[src/rtl/tribus_pkg.sv]
// Shared types and range limits for the tri-state bus driver.
package tribus_pkg;

    typedef enum logic [2:0] {
        S_IDLE,
        S_ARB,
        S_TURN,
        S_DRIVE,
        S_CHECK,
        S_SAMPLE
    } state_t;

    localparam int TURN_MIN = 1;
    localparam int TURN_MAX = 3;
    localparam int HOLD_MIN = 1;
    localparam int HOLD_MAX = 4;

    // Wide enough to hold the largest reload value, HOLD_MAX-1.
    localparam int CNT_W = 2;

endpackage

[src/rtl/tribus_cnt.sv]
// Down-counter shared by the turnaround and drive phases.
module tribus_cnt
    import tribus_pkg::*;
(
    input  logic             clk,
    input  logic             rst,
    input  logic             load,
    input  logic             dec,
    input  logic [CNT_W-1:0] load_val,
    output logic             zero
);

    logic [CNT_W-1:0] count;

    // Saturates at zero so a stray decrement cannot wrap.
    always_ff @(posedge clk or posedge rst) begin
        if (rst) begin
            count <= '0;
        end else if (load) begin
            count <= load_val;
        end else if (dec && (count != '0)) begin
            count <= count - 1'b1;
        end
    end

    assign zero = (count == '0);

endmodule

[src/rtl/tribus_driver.sv]
// Arbitrated tri-state bus master: turnaround, drive, keeper check and sample.
module tribus_driver
    import tribus_pkg::*;
#(
    parameter int WIDTH = 8,
    parameter int TURN  = 1,
    parameter int HOLD  = 2
) (
    input  logic             clk,
    input  logic             rst,
    input  logic             req_valid,
    output logic             req_ready,
    input  logic             req_wr,
    input  logic [WIDTH-1:0] req_data,
    output logic             rsp_valid,
    output logic [WIDTH-1:0] rsp_data,
    output logic             bus_req,
    input  logic             gnt,
    output logic [WIDTH-1:0] bus_o,
    output logic             bus_oe,
    input  logic [WIDTH-1:0] bus_i,
    output logic             keep_err,
    input  logic             keep_err_clr
);

    localparam int TURN_C = (TURN < TURN_MIN) ? TURN_MIN : (TURN > TURN_MAX) ? TURN_MAX : TURN;
    localparam int HOLD_C = (HOLD < HOLD_MIN) ? HOLD_MIN : (HOLD > HOLD_MAX) ? HOLD_MAX : HOLD;
    localparam logic [CNT_W-1:0] TURN_LOAD = CNT_W'(TURN_C - 1);
    localparam logic [CNT_W-1:0] HOLD_LOAD = CNT_W'(HOLD_C - 1);

    state_t           state;
    logic             cur_wr;
    logic [WIDTH-1:0] cur_data;
    logic             cnt_load;
    logic             cnt_dec;
    logic [CNT_W-1:0] cnt_val;
    logic             cnt_zero;

    tribus_cnt u_cnt (
        .clk      (clk),
        .rst      (rst),
        .load     (cnt_load),
        .dec      (cnt_dec),
        .load_val (cnt_val),
        .zero     (cnt_zero)
    );

    // Counter reloads on entry to TURN and DRIVE; an abort leaves it stale
    // because the next grant reloads it anyway.
    always_comb begin
        cnt_load = 1'b0;
        cnt_dec  = 1'b0;
        cnt_val  = '0;
        case (state)
            S_ARB: begin
                if (gnt) begin
                    cnt_load = 1'b1;
                    cnt_val  = TURN_LOAD;
                end
            end
            S_TURN: begin
                if (gnt) begin
                    if (cnt_zero) begin
                        cnt_load = cur_wr;
                        cnt_val  = HOLD_LOAD;
                    end else begin
                        cnt_dec = 1'b1;
                    end
                end
            end
            S_DRIVE: begin
                cnt_dec = gnt && !cnt_zero;
            end
            default: ;
        endcase
    end

    assign req_ready = (state == S_IDLE);

    // Losing the grant in TURN, DRIVE or SAMPLE drops back to ARB and
    // releases the pads on the same edge, so OE never follows a GNT=0 cycle.
    always_ff @(posedge clk or posedge rst) begin
        if (rst) begin
            state     <= S_IDLE;
            cur_wr    <= 1'b0;
            cur_data  <= '0;
            bus_req   <= 1'b0;
            bus_oe    <= 1'b0;
            bus_o     <= '0;
            rsp_valid <= 1'b0;
            rsp_data  <= '0;
            keep_err  <= 1'b0;
        end else begin
            rsp_valid <= 1'b0;
            if (keep_err_clr) begin
                keep_err <= 1'b0;
            end
            case (state)
                S_IDLE: begin
                    if (req_valid) begin
                        cur_wr   <= req_wr;
                        cur_data <= req_data;
                        bus_req  <= 1'b1;
                        state    <= S_ARB;
                    end
                end
                S_ARB: begin
                    if (gnt) begin
                        state <= S_TURN;
                    end
                end
                S_TURN: begin
                    if (!gnt) begin
                        state <= S_ARB;
                    end else if (cnt_zero) begin
                        if (cur_wr) begin
                            bus_oe <= 1'b1;
                            bus_o  <= cur_data;
                            state  <= S_DRIVE;
                        end else begin
                            state <= S_SAMPLE;
                        end
                    end
                end
                S_DRIVE: begin
                    if (!gnt) begin
                        bus_oe <= 1'b0;
                        state  <= S_ARB;
                    end else if (cnt_zero) begin
                        bus_oe <= 1'b0;
                        state  <= S_CHECK;
                    end
                end
                S_CHECK: begin
                    if (bus_i != cur_data) begin
                        keep_err <= 1'b1;
                    end
                    rsp_data  <= cur_data;
                    rsp_valid <= 1'b1;
                    bus_req   <= 1'b0;
                    state     <= S_IDLE;
                end
                S_SAMPLE: begin
                    if (!gnt) begin
                        state <= S_ARB;
                    end else begin
                        rsp_data  <= bus_i;
                        rsp_valid <= 1'b1;
                        bus_req   <= 1'b0;
                        state     <= S_IDLE;
                    end
                end
                default: begin
                    state <= S_IDLE;
                end
            endcase
        end
    end

endmodule

[config.mk]
export PLATFORM = sky130hd
export DESIGN_NAME = tribus_driver
export DESIGN_NICKNAME = d
export VERILOG_FILES = /design/src/rtl/tribus_pkg.sv /design/src/rtl/tribus_cnt.sv /design/src/rtl/tribus_driver.sv
export SDC_FILE = /design/constraint.sdc
export NUM_CORES = 1
export LEC_CHECK = 0
export BUFFER_PORTS_ARGS = -buffer_cell sky130_fd_sc_hd__buf_2
export CORE_MARGIN = 3
export CORE_UTILIZATION = 46
export DETAILED_ROUTE_END_ITERATION = 8
export GPL_TIMING_DRIVEN = 0
export PLACE_DENSITY = 0.74
export SLEW_MARGIN = 40
export SYNTH_ARGS = -nofsm -noshare
export SYNTH_HDL_FRONTEND = slang
export SYNTH_SLANG_ARGS = --single-unit
[constraint.sdc]
create_clock -name clk -period 1.6 [get_ports clk]
set_input_delay 0.32 -clock clk [delete_from_list [all_inputs] [get_ports clk]]
set_output_delay 0.32 -clock clk [all_outputs]
set_load 0.02 [all_outputs]
-- Word level (Yosys, flattened, before mapping)
Index checks and enable logic that the tools add are counted.
- add/subtract/negate cells: 1
- equality and inequality tests: 14
- multiplexer cells: 36
- reductions and logical operators: 16
- operator list (kind ; number):
    two-way mux 3 bit ; 7
    two-way mux 1 bit ; 19
    one-hot mux 8 bit (2 select lines) ; 1
    one-hot mux 3 bit (5 select lines) ; 1
    != test 2 bit, second input constant ; 6
    two-way mux 8 bit ; 1
    != test 8 bit ; 1
    one-hot mux 1 bit (2 select lines) ; 4
    AND reduction 4 bit ; 2
    nonzero test 2 bit ; 4
    == test 3 x 2 -> 1 bit, second input constant ; 2
    == test 3 bit, second input constant ; 2
    != test 3 bit, second input constant ; 2
    AND reduction 5 bit ; 1
    two-way mux 2 bit ; 2
    AND reduction 2 bit ; 2
    == test 3 x 1 -> 1 bit, second input constant ; 1
    logical NOT 3 bit ; 1
    one-hot mux 1 bit (3 select lines) ; 1
    AND reduction 3 bit ; 1
    nonzero test 3 bit ; 1
    logical AND 1 bit ; 2
    logical NOT 2 bit ; 1
    subtractor 2 x 1 -> 2 bit, second input constant ; 1
    logical NOT 1 bit ; 1
- bits in registers: 34
- bits of input ports: 22
- output and inout port bits: 21
- word-level logic and storage cells: 77

-- Logic depth before layout (Yosys ltp)
Gate-level depths: netlist (run 1).
- depth after elaboration: 7
- gate-level depth with buffers: 6
- mapped depth without buffers: 6

-- Cells and area by module
From an unflattened synthesis (run 1), not the netlist that was laid out.
- cells, all modules: 142
- area total of the unflattened synthesis: 1689.1 um^2
- modules (own cells, without submodules) (module ; times used ; cells an instance ; area each (um^2) ; seq. area each (um^2)):
    tribus_driver ; 1 ; 129 ; 1554.0 ; 800.8
    tribus_cnt ; 1 ; 13 ; 135.1 ; 50.0

-- Worst setup path before layout (run 1)
No wires, ideal clock.
- kind: register -> register
- from: reg u_cnt.count[0]
- to: reg bus_o[0]
- library setup time: 0.125 ns
- arrival time: 1.557 ns
- data required time: 1.475 ns
- setup slack: -0.081 ns
- cell stages (with the launch flop): 6
- path buffers: 0
- period minus slack after synthesis: 1.681 ns
- path through: dfrtp_1 -> inv_1 -> ha_1 -> nand2_1 -> nor3_4 -> mux2_2
- word-level cells in the longest chain between the ends: 2
- RTL lines (element ; RTL line ; source):
    start, declared ; tribus_cnt.sv:13 ; logic [CNT_W-1:0] count;
    start signal, assigned ; tribus_cnt.sv:20 ; count <= load_val;
    start signal, assigned ; tribus_cnt.sv:22 ; count <= count - 1'b1;
    logical NOT 2 bit ; tribus_cnt.sv:26 ; assign zero = (count == '0);
    AND reduction 4 bit (no source line) ; - ;
    end signal, assigned ; tribus_driver.sv:118 ; bus_o <= cur_data;
    end, declared ; tribus_driver.sv:19 ; output logic [WIDTH-1:0] bus_o,
Every way passes these cells.
A chain may end at the register's enable or synchronous reset.

-- Worst setup path after layout (run 1)
- from: reg state[2]
- to: reg bus_o[5]
- word-level cells in the longest chain between the ends: 2
- RTL lines (element ; RTL line ; source):
    start, declared ; tribus_driver.sv:31 ; state_t state;
    start signal, assigned ; tribus_driver.sv:84 ; state <= S_IDLE;
    start signal, assigned ; tribus_driver.sv:104 ; state <= S_ARB;
    start signal, assigned ; tribus_driver.sv:109 ; state <= S_TURN;
    == test 3 x 2 -> 1 bit ; tribus_driver.sv:98 ; case (state)
    AND reduction 4 bit (no source line) ; - ;
Every way passes these cells.

==> impl_metrics.ini, run 1 <==
[timing]
worstMarginPinSlew_ns = 0.7012
period_needed_ns = 1.589
hold_violations = 0
fin_crit_sh_pct = 99.31
finalSetupTns_ns = 0
setup_viol = 0
relSlewSlack_pct = 53.18
rsz0062_at_grt = true
fmax_mhz = 629.4
whs_ns = 0.1051
clock_skew_ns = 0.01189
slew_viol_final = 0

[layout]
layout_commonest_cell = buf_2
fillers = 272
antenna_cells = 0
stdcell_area_um2 = 2086
final_cell_mix = 43 x buf_2, 33 x dfrtp_1, 17 x mux2_2, 15 x o21ai_0, 11 x nand2_1
fin_cells = 243
layout-drive-gt1-share_pct = 46.23
fin_nets = 221
syn2layout_area_growth_pct = 29.02

[yosys]
synth_edf_count = 0
synth_warnings = 0
synth_top_area_cell = dfrtp_1
synthesis.area_um2 = 1617
syn_nets = 163
synth_ff_type = dfrtp_1
synthCells = 140
ys_seq_area_share_pct = 52.63
ys_seq_elements = 34
async_reset_ff_share_pct = 100.0
avgSynthCellArea_um2 = 11.55
synth_top_area_share_pct = 52.63
post_synth_num_cell_types = 28
synth.area.top_cells = dfrtp_1 53%, mux2_2 12%, mux2i_1 5.0%, o21ai_0 4.6%, xnor2_1 4.3%

[power_and_ir_drop]
powerDensity_nw_per_um2 = 1894
ir_worst_vdd_v = 0.0008568
p_leak_nw = 1.051

[die]
dieHeight_um = 65.28
row_count = 20
die_x_um = 65.28
start_util_pct = 50.47
die-area_um2 = 4261
core_region_area_um2 = 3203
io_pins = 43

[global_routing]
grt_max_degree = 35
grt_pass1_wl_mm = 5.582
overflow = 0
grt_antenna_before_repair = 0
grt_usage_pct = 17.17
grt_pass1_vias = 1177

[job]
drv_cap = 0

[clock_network]
cts_made_buffers = 5
clock_latency_ns = 0.32
clkSlewWorstSetupHoldPaths_ns = 0.10
cts_tree = done
clockBufferDepth = 2
clockRootBuffer = clkbuf_4
cts-htree-levels = 2
hold_buffers = 0
clock-sinks = 34

[critical_path]
cp-end-kind = register
required_ns = 1.81
critPathLaunchType = register
cp.arrival_ns = 1.80
cp_max_fo = 9
critPathKind = register to register

[status]
status = finished clean

[hold_path]
hold_path_class = input port to async pin

[placement]
gp_congestion = 0.8176
dp_hpwl_mm = 2.465
port_buffers = 42
dpl.cell_count = 226
post_dp_cell_area_um2 = 1884

[drt]
wl_per_cell_um = 13.98
firstDrtPassIters = 4
wirelength_mm = 3.397
postRouteAntennaNets = 0
drt_iter0_drc = 68
vias = 1237
post-route-drc-count = 0
vias_per_cell = 5.091
==> per-stage QoR <==
stage / util [%] / worst slack, ns / power [mW]
floorplan: - / 0.02187 / 2.685
global placement: 58.83 / -0.1600 / 3.096
detailed placement: 58.83 / -0.2262 / 3.179
CTS: 63.63 / 0.003900 / 3.891
global route: 65.12 / -0.02969 / 4.249
finish: 65.12 / 0.01109 / 3.950
==> Yosys cell counts (2+ instances only) <==
| library cell | instances |
|---|---|
| inv_1 | 9 |
| dfrtp_1 | 34 |
| nor2b_1 | 2 |
| o211ai_1 | 2 |
| mux2i_1 | 8 |
| buf_6 | 2 |
| o21ai_0 | 15 |
| mux2_2 | 17 |
| nand2_1 | 12 |
| xnor2_1 | 8 |
| a21oi_1 | 5 |
| nand4_1 | 2 |
| nor3_1 | 3 |
| buf_2 | 3 |
| nor2_1 | 5 |
==> area by class of cell <==
class                   count  area, um^2  area share (%)
clock buffers               8       78.83           3.779
flip-flops and latches     34       852.1           40.85
repair buffers             51       305.3           14.64
inverters                   9       33.78           1.620
well taps                  44       55.05           2.639
multi-input cells          92       716.9           34.37
plain buffers               5       43.79           2.100
==> worst max-delay path, stage by stage (launching register included) <==
cell and delay, ns:
dfrtp_1 0.39, buf_6 0.14, nand2b_4 0.14, buf_6 0.13
nor3_4 0.19, buf_12 0.15, mux2_2 0.33
==> path summary, 6_finish.rpt <==
kind / slack [ns] / startpoint / depth (start not counted) / to
max in group asynchronous: 0.99 / rst / 2 / state[0]
worst max register to register: 0.01 / state[2] / 6 / bus_o[5]
min in group clk: 0.19 / keep_err_clr / 2 / keep_err
worst max-delay path: 0.01 / state[2] / 6 / bus_o[5]
worst min-delay path: 0.11 / rst / 2 / rsp_data[7]
worst min register to register: 0.49 / rsp_data[3] / 2 / rsp_data[3]
==> sequential cells by signal, indices dropped and copies added, names as in the netlist <==
register	count
state	3
cur_wr	1
rsp_valid	1
bus_oe	1
keep_err	1
u_cnt.count	2
bus_o	8
cur_data	8
rsp_data	8
bus_req	1
==> layer usage <==
metal	vias to the layer above	global-route usage [%]	part of all wire, %
li1	604	-	-
met1	596	22.23	47
met2	33	27.31	46
met3	4	6.496	6.2
met4	0	3.886	0.77
met5	-	0	0
==> report_power, final <==
| part | total [mW] | internal (mW) | switching [mW] |
|---|---|---|---|
| Combinational | 1.87 | 0.901 | 0.973 |
| Clock | 0.564 | 0.300 | 0.264 |
| Sequential | 1.51 | 1.22 | 0.287 |
| Total | 3.95 | 2.43 | 1.52 |
==> cells by family after synthesis <==
kind of cell | Yosys count | share of synthesized area, %
fa+ha+maj | 1 | 0.7739
xor+xnor | 8 | 4.335
buf+inv | 14 | 4.411
compound gates | 25 | 8.668
flops | 34 | 52.63
simple gates | 33 | 12.38
mux | 25 | 16.80
==> timing repair <==
action / 4_1_cts / 5_1_grt
hold endpoints to repair: 0 / 0
pin swaps: 3 / 2
buffers inserted: 4 / 5
endpoints found under the setup margin: 18 / 17
resized for setup: 5 / 3
No activity file was read; power rests on OpenSTA's default activity.
==> run 2, diff against run 1 <==
CORE_UTILIZATION = 49   (was 46)
CTS_BUF_LIST = sky130_fd_sc_hd__clkbuf_8   (was default)
PLACE_DENSITY = default   (was 0.74)
PLACE_DENSITY_LB_ADDON = 0.08   (was default)
==> run 2 against run 1 <==
Effect of this change:
- sequential cell count stayed put
- worst setup slack better by 0.016 ns
- sequential power hardly changed
==> impl_metrics.ini, run 2 (same netlist as run 1, synthesis figures left out) <==
[status]
status = finished clean

[drt]
post-route-drc-count = 0
drt_iter0_drc = 61
vias = 1233
postRouteAntennaNets = 0
vias_per_cell = 5.095
routed-wl-met3_um = 191
m1WireLength_mm = 1.493
met2_length_mm = 1.684
wirelength_mm = 3.431
wl_per_cell_um = 14.18
top_layer = met4
firstDrtPassIters = 6

[layout]
stdcell_area_um2 = 2096
final_cell_mix = 43 x buf_2, 33 x dfrtp_1, 16 x mux2_2, 15 x o21ai_0, 11 x nand2_1
largestRegisters = bus_o: 8 flops, cur_data: 8 flops, rsp_data: 8 flops
fin_util_pct = 67.54
layout-drive-gt1-share_pct = 45.96
syn2layout_area_growth_pct = 29.64
fillers = 259
antenna_cells = 0
fin_nets = 222
layout_commonest_cell = buf_2

[global_routing]
grt_pass1_vias = 1164
grt_pass1_wl_mm = 5.602
grt_antenna_before_repair = 0
grt_max_degree = 35
grt_usage_pct = 18.48
overflow = 0

[timing]
clock_skew_ns = 0.004527
relSlewSlack_pct = 52.94
hold_violations = 0
rsz0062_at_grt = true
whs_ns = 0.1475
layout_setup_ws_ns = 0.02681
finalSetupTns_ns = 0
period_needed_ns = 1.573
fmax_mhz = 635.7
worstMarginPinSlew_ns = 0.7049
slew_viol_final = 0
fin_crit_sh_pct = 98.32
setup_viol = 0

[critical_path]
crit_buf_inv = 3
cpMostUsedCell = buf_6
cp-end-kind = register
path_cells = buf_6, nand2b_4, buf_6, nor3_4, buf_6, mux2_2
critPathKind = register to register
cpMaxStageDelayCell = dfrtp_1
required_ns = 1.77
worst_path_largest_cell_delay_ns = 0.37
cpLargestDelayFamily = buffers and inverters
critPathLaunchType = register
cp_max_fo = 8
cp.arrival_ns = 1.74

[clock_network]
hold_buffers = 0
clockRootBuffer = clkbuf_8
clock-sinks = 34
clockBufferDepth = 2
clock_latency_ns = 0.28
cts_made_buffers = 5
cts_tree = done
clkSlewWorstSetupHoldPaths_ns = 0.07
cts-htree-levels = 2

[die]
dieHeight_um = 63.44
row_count = 20
start_util_pct = 52.10
core_region_area_um2 = 3103
io_pins = 43
die-area_um2 = 4024
die_x_um = 63.44

[placement]
gp_congestion = 0.8586
dp_slack_ns = -0.2828
dp_hpwl_mm = 2.345
port_buffers = 42
post_dp_cell_area_um2 = 1884

[hold_path]
hold_path_class = input port to async pin

[job]
drv_cap = 0

[power_and_ir_drop]
p_leak_nw = 1.057
powerDensity_nw_per_um2 = 1896
ir_worst_vdd_v = 0.0009529
-- run 2: timing repair --
action | CTS | global route
endpoints found under the setup margin | 17 | 17
buffers inserted | 5 | 5
gates resized for setup | 2 | 10
pin swaps | 2 | 2
-- run 2: layout make-up --
class                   instances  area [um^2]  share of cell area, %
multi-input cells              92        720.7                  34.39
inverters                       9        33.78                  1.612
clock buffers                   6        82.58                  3.940
plain buffers                   5        43.79                  2.090
well taps                      44        55.05                  2.627
repair buffers                 52        307.8                  14.69
flip-flops and latches         34        852.1                  40.66
-- run 2: stage by stage --
stage | total power [mW] | std cells
5_1_grt | 4.264 | 242
3_5_place_dp | 3.168 | 226
6_report | 3.975 | 242
4_1_cts | 3.865 | 237
3_3_place_gp | 3.101 | 226
2_1_floorplan | 2.685 | 140
-- run 2: final timing paths --
kind	startpoint	to	slack, ns	depth (start not counted)
hold / removal	rst	state[1]	0.15	2
hold reg to reg	rsp_data[7]	rsp_data[7]	0.49	2
min in group clk	keep_err_clr	keep_err	0.21	2
max in group asynchronous	rst	state[0]	0.96	2
setup reg to reg	state[2]	bus_o[3]	0.03	6
setup / recovery	state[2]	bus_o[3]	0.03	6
-- run 2: worst reg2reg max path, delay by kind of cell (launching register included) --
kind                   cells  cell delay, ns
multiplexers               1            0.33
AND/OR/NAND/NOR            2            0.33
flip-flops                 1            0.37
buffers and inverters      3            0.42
-- run 2: where the power goes --
part	switching, mW	internal [mW]
Sequential	0.269	1.23
Clock	0.293	0.332
Combinational	0.965	0.887
Total	1.53	2.45
-- run 2: metal layers --
metal | up-vias | track usage [%]
li1 | 597 | -
met1 | 593 | 24.10
met2 | 36 | 28.81
met3 | 7 | 4.456
met4 | 0 | 8.895
met5 | - | 0
